--- src/rtl/mem_arbiter_pkg.sv ---
// rtl/mem_arbiter_pkg.sv - shared encodings for the RAM arbiter
//
// State encodings, requester ids and the default read latency used by
// mem_arbiter and mem_arb_pick.
// Optional feature macro: MEM_ARB_ROUND_ROBIN_EN.

package mem_arbiter_pkg;

    typedef enum logic [1:0] {
        MARB_IDLE  = 2'd0,
        MARB_ISSUE = 2'd1,
        MARB_WAIT  = 2'd2,
        MARB_ACK   = 2'd3
    } marb_state_t;

    localparam logic [1:0] MARB_ID_NONE = 2'd0;
    localparam logic [1:0] MARB_ID_DM   = 2'd1;
    localparam logic [1:0] MARB_ID_EX   = 2'd2;
    localparam logic [1:0] MARB_ID_IF   = 2'd3;

    localparam int MARB_RD_LATENCY = 1;

    // Round-robin order is DM -> EX -> IF -> DM.
    function automatic logic [1:0] marb_next_id(input logic [1:0] id);
        case (id)
            MARB_ID_DM: marb_next_id = MARB_ID_EX;
            MARB_ID_EX: marb_next_id = MARB_ID_IF;
            default:    marb_next_id = MARB_ID_DM;
        endcase
    endfunction

endpackage

--- src/rtl/mem_arb_pick.sv ---
// rtl/mem_arb_pick.sv - combinational winner select for the RAM arbiter
//
// Ports:
//   i_ptr   : round-robin pointer (requester id), only with MEM_ARB_ROUND_ROBIN_EN
//   i_req   : request bits, bit0 = DM, bit1 = EX, bit2 = IF
//   o_grant : winning requester id, MARB_ID_NONE when nothing requests
// Macro MEM_ARB_ROUND_ROBIN_EN selects round-robin; otherwise DM > EX > IF.

module mem_arb_pick
    import mem_arbiter_pkg::*;
(
`ifdef MEM_ARB_ROUND_ROBIN_EN
    input  logic [1:0] i_ptr,
`endif
    input  logic [2:0] i_req,
    output logic [1:0] o_grant
);

`ifdef MEM_ARB_ROUND_ROBIN_EN
    logic [2:0] w_rot;
    logic [1:0] w_off;
    logic [2:0] w_sum;

    // Rotate so that w_rot[0] is the requester the pointer names, then take
    // the first set bit and rotate the offset back into a requester index.
    always_comb begin
        case (i_ptr)
            MARB_ID_EX: w_rot = {i_req[0], i_req[2:1]};
            MARB_ID_IF: w_rot = {i_req[1:0], i_req[2]};
            default:    w_rot = i_req;
        endcase

        if (w_rot[0])      w_off = 2'd0;
        else if (w_rot[1]) w_off = 2'd1;
        else               w_off = 2'd2;

        w_sum = {1'b0, i_ptr - 2'd1} + {1'b0, w_off};
        if (w_sum >= 3'd3) begin
            w_sum = w_sum - 3'd3;
        end

        if (i_req == 3'b000) begin
            o_grant = MARB_ID_NONE;
        end else begin
            o_grant = w_sum[1:0] + 2'd1;
        end
    end
`else
    always_comb begin
        if (i_req[0])      o_grant = MARB_ID_DM;
        else if (i_req[1]) o_grant = MARB_ID_EX;
        else if (i_req[2]) o_grant = MARB_ID_IF;
        else               o_grant = MARB_ID_NONE;
    end
`endif

endmodule

--- src/rtl/mem_arbiter.sv ---
// rtl/mem_arbiter.sv - single-port RAM arbiter for IF, DM and EX requesters
//
// Ports:
//   clk, reset_n                 : clock, synchronous active-low reset
//   if_req/if_addr               : fetch request (read only)
//   if_ack/if_rdata              : fetch completion pulse and held read data
//   dm_req/dm_wren/dm_addr/dm_wdata, dm_ack/dm_rdata : data-stage port
//   ex_req/ex_wren/ex_addr/ex_wdata, ex_ack/ex_rdata : external/loader port
//   ram_addr/ram_wdata/ram_wren/ram_rdata            : RAM side
//   busy                         : high whenever the FSM is not IDLE
// Macro MEM_ARB_ROUND_ROBIN_EN enables round-robin arbitration (default fixed DM > EX > IF).

module mem_arbiter
    import mem_arbiter_pkg::*;
#(
    parameter int ADDR_W     = 32,
    parameter int DATA_W     = 32,
    parameter int RD_LATENCY = MARB_RD_LATENCY
)(
    input  logic              clk,
    input  logic              reset_n,
    input  logic              if_req,
    input  logic [ADDR_W-1:0] if_addr,
    output logic              if_ack,
    output logic [DATA_W-1:0] if_rdata,
    input  logic              dm_req,
    input  logic              dm_wren,
    input  logic [ADDR_W-1:0] dm_addr,
    input  logic [DATA_W-1:0] dm_wdata,
    output logic              dm_ack,
    output logic [DATA_W-1:0] dm_rdata,
    input  logic              ex_req,
    input  logic              ex_wren,
    input  logic [ADDR_W-1:0] ex_addr,
    input  logic [DATA_W-1:0] ex_wdata,
    output logic              ex_ack,
    output logic [DATA_W-1:0] ex_rdata,
    output logic [ADDR_W-1:0] ram_addr,
    output logic [DATA_W-1:0] ram_wdata,
    output logic              ram_wren,
    input  logic [DATA_W-1:0] ram_rdata,
    output logic              busy
);

    marb_state_t       r_state;
    marb_state_t       w_next;
    logic [1:0]        r_grant;
    logic [1:0]        w_pick;
    logic [ADDR_W-1:0] r_addr;
    logic [DATA_W-1:0] r_wdata;
    logic              r_wren;
    logic [2:0]        r_cnt;
    logic [DATA_W-1:0] r_if_rdata;
    logic [DATA_W-1:0] r_dm_rdata;
    logic [DATA_W-1:0] r_ex_rdata;

`ifdef MEM_ARB_ROUND_ROBIN_EN
    logic [1:0]        r_rr_ptr;
`endif

    mem_arb_pick u_pick (
`ifdef MEM_ARB_ROUND_ROBIN_EN
        .i_ptr   (r_rr_ptr),
`endif
        .i_req   ({if_req, ex_req, dm_req}),
        .o_grant (w_pick)
    );

    // The latched request doubles as the RAM address/data register, so the
    // RAM side keeps its last value between transactions.
    assign ram_addr  = r_addr;
    assign ram_wdata = r_wdata;
    assign if_rdata  = r_if_rdata;
    assign dm_rdata  = r_dm_rdata;
    assign ex_rdata  = r_ex_rdata;

    always_ff @(posedge clk) begin
        if (!reset_n) begin
            r_state <= MARB_IDLE;
        end else begin
            r_state <= w_next;
        end
    end

    always_comb begin
        w_next = r_state;
        case (r_state)
            MARB_IDLE:  if (w_pick != MARB_ID_NONE) w_next = MARB_ISSUE;
            MARB_ISSUE: w_next = r_wren ? MARB_ACK : MARB_WAIT;
            MARB_WAIT:  if (r_cnt == 3'd1) w_next = MARB_ACK;
            MARB_ACK:   w_next = MARB_IDLE;
            default:    w_next = MARB_IDLE;
        endcase
    end

    always_comb begin
        ram_wren = (r_state == MARB_ISSUE) && r_wren;
        dm_ack   = (r_state == MARB_ACK) && (r_grant == MARB_ID_DM);
        ex_ack   = (r_state == MARB_ACK) && (r_grant == MARB_ID_EX);
        if_ack   = (r_state == MARB_ACK) && (r_grant == MARB_ID_IF);
        busy     = (r_state != MARB_IDLE);
    end

    always_ff @(posedge clk) begin
        if (!reset_n) begin
            r_grant    <= MARB_ID_NONE;
            r_addr     <= '0;
            r_wdata    <= '0;
            r_wren     <= 1'b0;
            r_cnt      <= 3'd0;
            r_if_rdata <= '0;
            r_dm_rdata <= '0;
            r_ex_rdata <= '0;
`ifdef MEM_ARB_ROUND_ROBIN_EN
            r_rr_ptr   <= MARB_ID_DM;
`endif
        end else begin
            case (r_state)
                MARB_IDLE: begin
                    if (w_pick != MARB_ID_NONE) begin
                        r_grant <= w_pick;
                        case (w_pick)
                            MARB_ID_DM: begin
                                r_addr  <= dm_addr;
                                r_wdata <= dm_wdata;
                                r_wren  <= dm_wren;
                            end
                            MARB_ID_EX: begin
                                r_addr  <= ex_addr;
                                r_wdata <= ex_wdata;
                                r_wren  <= ex_wren;
                            end
                            default: begin
                                // Fetch is read-only; write data is left as it was.
                                r_addr  <= if_addr;
                                r_wren  <= 1'b0;
                            end
                        endcase
`ifdef MEM_ARB_ROUND_ROBIN_EN
                        r_rr_ptr <= marb_next_id(w_pick);
`endif
                    end
                end
                MARB_ISSUE: begin
                    if (!r_wren) begin
                        r_cnt <= 3'(RD_LATENCY);
                    end
                end
                MARB_WAIT: begin
                    r_cnt <= r_cnt - 3'd1;
                    // Count of 1 marks the cycle the RAM output is valid.
                    if (r_cnt == 3'd1) begin
                        case (r_grant)
                            MARB_ID_DM: r_dm_rdata <= ram_rdata;
                            MARB_ID_EX: r_ex_rdata <= ram_rdata;
                            MARB_ID_IF: r_if_rdata <= ram_rdata;
                            default:    ;
                        endcase
                    end
                end
                MARB_ACK: begin
                    r_grant <= MARB_ID_NONE;
                end
                default: ;
            endcase
        end
    end

endmodule

--- config.mk ---
export PLATFORM = sky130hd
export DESIGN_NAME = mem_arbiter
export DESIGN_NICKNAME = d
export VERILOG_FILES = /design/src/rtl/mem_arbiter_pkg.sv /design/src/rtl/mem_arb_pick.sv /design/src/rtl/mem_arbiter.sv
export SDC_FILE = /design/constraint.sdc
export NUM_CORES = 1
export LEC_CHECK = 0
export CAP_MARGIN = 20
export CORE_AREA = 2 2 139 141
export CTS_BUF_LIST = sky130_fd_sc_hd__clkbuf_8
export CTS_CLUSTER_DIAMETER = 40
export CTS_CLUSTER_SIZE = 14
export DETAILED_ROUTE_END_ITERATION = 6
export DIE_AREA = 0 0 141 143
export PLACE_DENSITY = 0.79
export SLEW_MARGIN = 25
export SYNTH_ARGS = -nofsm -noshare
export SYNTH_HDL_FRONTEND = slang
export SYNTH_HIERARCHICAL = 1
export SYNTH_SLANG_ARGS = --single-unit
--- constraint.sdc ---
create_clock -name clk -period 2.9 [get_ports clk]
set_input_delay 0.58 -clock clk [delete_from_list [all_inputs] [get_ports clk]]
set_output_delay 0.58 -clock clk [all_outputs]
set_load 0.05 [all_outputs]
==> Word level (Yosys, flattened, before mapping) <==
Index checks and enable logic that the tools add are counted.
{ "op_classes": {"add_sub_neg": 1, "n_eq_ne": 12, "muxes": 14, "reduce_logical": 18} }
{ "ops": {"columns": ["cell", "count"], "rows": [
  ["$pmux 32 s2", 2],
  ["$mux 2", 6],
  ["$reduce_and 3->1", 4],
  ["$eq 2x2->1 const B", 5],
  ["$reduce_bool 2->1", 5],
  ["$pmux 2 s4", 1],
  ["$reduce_and 2->1", 4],
  ["$eq 2x1->1 const B", 3],
  ["$ne 2x2->1 const B", 3],
  ["$pmux 3 s2", 1],
  ["$logic_and 1x1->1", 4],
  ["$pmux 2 s2", 1],
  ["$eq 3x1->1 const B", 1],
  ["$mux 3", 1],
  ["$sub 3x1->3 const B", 1],
  ["$logic_not 2->1", 1],
  ["$pmux 1 s2", 1],
  ["$mux 1", 1]
]} }
{ "word_totals": {"register_bits": 168, "in_bits": 199, "out_inout_bits": 165, "word_cells": 54} }

==> Depth between registers and ports, before layout <==
{ "depth": {"depth_word": 6, "mapped_depth": 10, "mapped_depth_nobuf": 7} }

==> Cells and area by module <==
Netlist, hierarchy kept.
{ "modules_own_cells": {"columns": ["module", "instances", "cells_each", "area_per_inst_um2", "seq_area_each_um2"], "rows": [
  ["mem_arbiter", 1, 777, 7360.8, 3363.2],
  ["mem_arb_pick", 1, 4, 18.8, 0.0]
]} }

==> Worst setup path before layout <==
No wires, ideal clock.
{ "synth_timing": {"path_type": "input to register", "start": "input port if_req", "end": "register r_addr[24], in the netlist ram_addr[24]", "setup_time_ns": 0.076, "t_arrival_ns": 2.018, "t_required_ns": 2.824, "setup_slack_ns": 0.807, "cell_stages": 9, "path_buffers": 2, "path_cell_list": "nor2_1 > nor2_1 > inv_1 > ha_1 > buf_2 > clkbuf_1 > nor2_1 > a211o_1 > a21boi_0"} }
{ "synth_via": {"elab_chain_len": 5, "word_cells_on_any_way": 8, "classes_between": "2 x eq/ne; 4 x mux; 2 x reduce/logical"} }
{ "synth_lines": {"columns": ["element", "line_no", "rtl"], "rows": [
  ["start: declaration", "mem_arbiter.sv:22", "input logic if_req,"],
  ["$mux 2 *", "mem_arb_pick.sv:52", "else if (i_req[2]) o_grant = MARB_ID_IF;"],
  ["$mux 2 *", "mem_arb_pick.sv:51", "else if (i_req[1]) o_grant = MARB_ID_EX;"],
  ["$mux 2 *", "mem_arb_pick.sv:50", "if (i_req[0]) o_grant = MARB_ID_DM;"],
  ["net w_pick[1]", "mem_arbiter.sv:48", "logic [1:0] w_pick;"],
  ["$eq 2x2->1 (tied with other cells)", "mem_arbiter.sv:122", "case (w_pick)"],
  ["$pmux 32 s2 or $reduce_and 2->1 (tied branches)", null, null],
  ["end signal: assignment", "mem_arbiter.sv:124", "r_addr <= dm_addr;"],
  ["end signal: assignment", "mem_arbiter.sv:129", "r_addr <= ex_addr;"],
  ["end signal: assignment", "mem_arbiter.sv:135", "r_addr <= if_addr;"],
  ["end: declaration", "mem_arbiter.sv:49", "logic [ADDR_W-1:0] r_addr;"]
]} }
The timed path passes the listed nets; every way through them passes the cells marked *.
A chain may end at the register's enable or synchronous reset.

==> Worst setup path after layout <==
{ "layout_timing": {"start": "register r_state[1]", "end": "output port if_ack"} }
{ "layout_via": {"elab_chain_len": 2} }
{ "layout_lines": {"columns": ["element", "line_no", "rtl"], "rows": [
  ["start: declaration", "mem_arbiter.sv:45", "marb_state_t r_state;"],
  ["start signal: assignment", "mem_arbiter.sv:81", "r_state <= w_next;"],
  ["$eq 2x2->1", "mem_arbiter.sv:100", "if_ack = (r_state == MARB_ACK) && (r_grant == MARB_ID_IF);"],
  ["$logic_and 1x1->1", "mem_arbiter.sv:100", null],
  ["end: declaration", "mem_arbiter.sv:24", "output logic if_ack,"]
]} }
No other way between the ends.

==> metrics.txt <==
HPWL after DPL 16400 um; layout overhead on the synthesized area 57.9%; clk_lat worst skew 450 ps; DRC viols 0; vias in the first global route 6515; final setup fails 0; core area 18600 um^2; Yosys top cell by area dfxtp_1; Sw Pwr 3.04 mW; wire length of the first global-routing pass 33600 um; worst reg2reg path startpoint r_state[0]; Synth Area in Compound Gates 16.2%; Slew HR 58.0%; CTS resizes 0; final core occ 62.7%; Lkg Pwr 4.78 nW; synth warn 6; RR Endpoint if_rdata[20]; vias 6743; setup TNS 0 ps; max_cap viols 0; min-delay worst type flop to flop; end of the worst hold path ex_rdata[18]; DR iter-0 viols 235; routability cong. 0.803; Fin. Hold Viols 0; Post-Synth Simple-Gate Area 13.9%; CP Data Required Time 2320 ps; Avg Inst Size Synth 9.45 um^2; clock sinks 168; Worst EP arrival 2180 ps; CTS tree done; Buffers on Ports 363; initial antenna violation count 0; synthesized flop and latch total 168; Slew Viols, Final 0; Initial Util 39.7%; share of power burned in registers 37.5%; design internal power 4.46 mW; Synth area leaders dfxtp_1 46%, mux2i_1 17%, nand2_1 10%; total CTS buffers 17; asr flop ratio synth 0%; register clock-pin slew on the reported worst setup and hold paths 110 ps; RSZ-0062 raised after global routing no; fin nets 1326; WS Path Type flop to output port; CTS max path bufs 2; Place WS 313 ps; GRT overflow 0; Synth Flop Type dfxtp_1; EDFF count, synth 0; CP max FO 6; mux cell area share after synthesis 17.5%; root buf cell clkbuf_8; Comb pwr share 39.9%; minimum clock period 2760 ps; Clk pwr share 22.6%; PwrDens 643 nW/um^2; share of cells above drive strength 1 5.66%; CP Launch Type flop; row cnt 50; post-synth top area share 45.6%; Die Ht 143 um; GRT Total Usage 20.9%; Peak supply drop 0.406 mV; Routed WL 22000 um; mapped cell area 7380 um^2; count leader, synth nand2_1; Die X 141 um; Worst-Margin Slew 630 ps; drt pass-1 iters 4; Post-Syn Instances 781; DR WL/cell 16.1 um; Switching Fraction 40.5%; Post-CTS Setup Inserts 0; syn_nets 990; main combinational cell family by area after synthesis multiplexers; most instantiated cells after synthesis 199 x nand2_1, 168 x dfxtp_1, 129 x mux2i_1, 39 x nor2_1; sequential share of the synthesized area 45.6%; Avg Vias per Cell 4.94; Hold Startpoint ex_rdata[18]; FF-to-FF setup slack 810 ps; Yosys cell types 35; IO Count 364; CP endpoint kind output port; Adder-Cell Fraction of Synth Area 1.70%; Post-DRT Antenna Nets 0; worst reg2reg path depth 6; pin count of the biggest net entering global routing 63; final worst-path cycle share 95.3%; XOR/XNOR share of the synthesized area 0%; Ant. Diodes 0; hold_buf cts 0; status finished, final reports clean; hold path depth 2; setup ws final 137 ps; Die Footprint 20200 um^2; CTS H-tree depth 4; highest clock rate 362 MHz; clock skew 15.9 ps
==> layer usage <==
metal  GRT usage [%]  wire, um  vias to the layer above
li1                -         -                     3369
met1            22.9      8810                     3098
met2            37.2     10800                      241
met3            7.71      1890                       35
met4            7.63       499                        0
met5               0         0                        -
==> per-stage QoR <==
stage / total power, mW / cell area, um^2 / cells / hold slack (ps)
2_1_floorplan: 4.72 / 7380 / 781 / 444
3_3_place_gp: 5.83 / 11200 / 1332 / 441
3_5_place_dp: 5.87 / 11200 / 1332 / 446
4_1_cts: 7.58 / 11600 / 1364 / 463
5_1_grt: 7.86 / 11700 / 1364 / 473
6_report: 7.50 / 11700 / 1364 / 462
==> cell families (layout without fill, tap and decap cells) <==
logic type,after synthesis,after routing
simple gates,255,255
flops,168,168
compound gates,144,144
mux,129,129
buf+inv,75,424
fa+ha+maj,10,10
==> cell usage in the layout (no fill, tap or decap), types with 3 or more instances in the layout <==
| master | netlist | final |
|---|---|---|
| clkdlybuf4s50_1 | 0 | 360 |
| nand2_1 | 199 | 199 |
| inv_1 | 9 | 9 |
| o21ai_0 | 3 | 3 |
| a22oi_1 | 33 | 33 |
| inv_8 | 0 | 4 |
| ha_1 | 10 | 8 |
| clkbuf_8 | 0 | 17 |
| mux2i_1 | 129 | 129 |
| buf_12 | 3 | 8 |
| dfxtp_1 | 168 | 168 |
| buf_4 | 3 | 12 |
| o211a_1 | 34 | 34 |
| nor2_1 | 39 | 38 |
| inv_6 | 0 | 3 |
| a211o_1 | 33 | 33 |
| a21boi_0 | 34 | 34 |
| clkinv_8 | 0 | 4 |
==> worst max-delay path, stage by stage (launching register included) <==
cell and delay, ps:
dfxtp_1 410, ha_1 290, and3_2 210, clkdlybuf4s50_1 830
==> layout make-up <==
cell class	instances	area, um^2
tap	234	293
inverter	9	33.8
clock buffer	17	234
clock inverter	15	175
multi-input combinational	538	3660
fill	1576	6930
timing repair buffer	383	3890
sequential	168	3360
==> worst max path at each step <==
stage                          start            to  slack, ps  cells past startpoint
after global routing      r_state[1]        if_ack         30                      3
after CTS                 r_state[1]        dm_ack        0.9                      4
after detailed placement      ex_req  ram_addr[22]        310                      9
final                     r_state[1]        if_ack        140                      3
after global placement        ex_req        r_wren        320                      8
after floorplan               if_req  ram_addr[24]        810                      9
==> flip-flops by register name, summed over array words and instances, names as in the netlist <==
register / count
r_grant: 2
ex_rdata: 32
r_wren: 1
r_cnt: 3
ram_wdata: 32
r_state: 2
dm_rdata: 32
ram_addr: 32
if_rdata: 32
==> power by group through the flow <==
stage          clock, mW  combinational (mW)  sequential (mW)
3_5_place_dp           0                3.00             2.87
5_1_grt             1.84                3.16             2.86
4_1_cts             1.75                3.01             2.82
3_3_place_gp           0                2.97             2.86
6_report            1.69                2.99             2.81
2_1_floorplan          0               0.918             3.80
No activity file was read; power rests on OpenSTA's default activity.
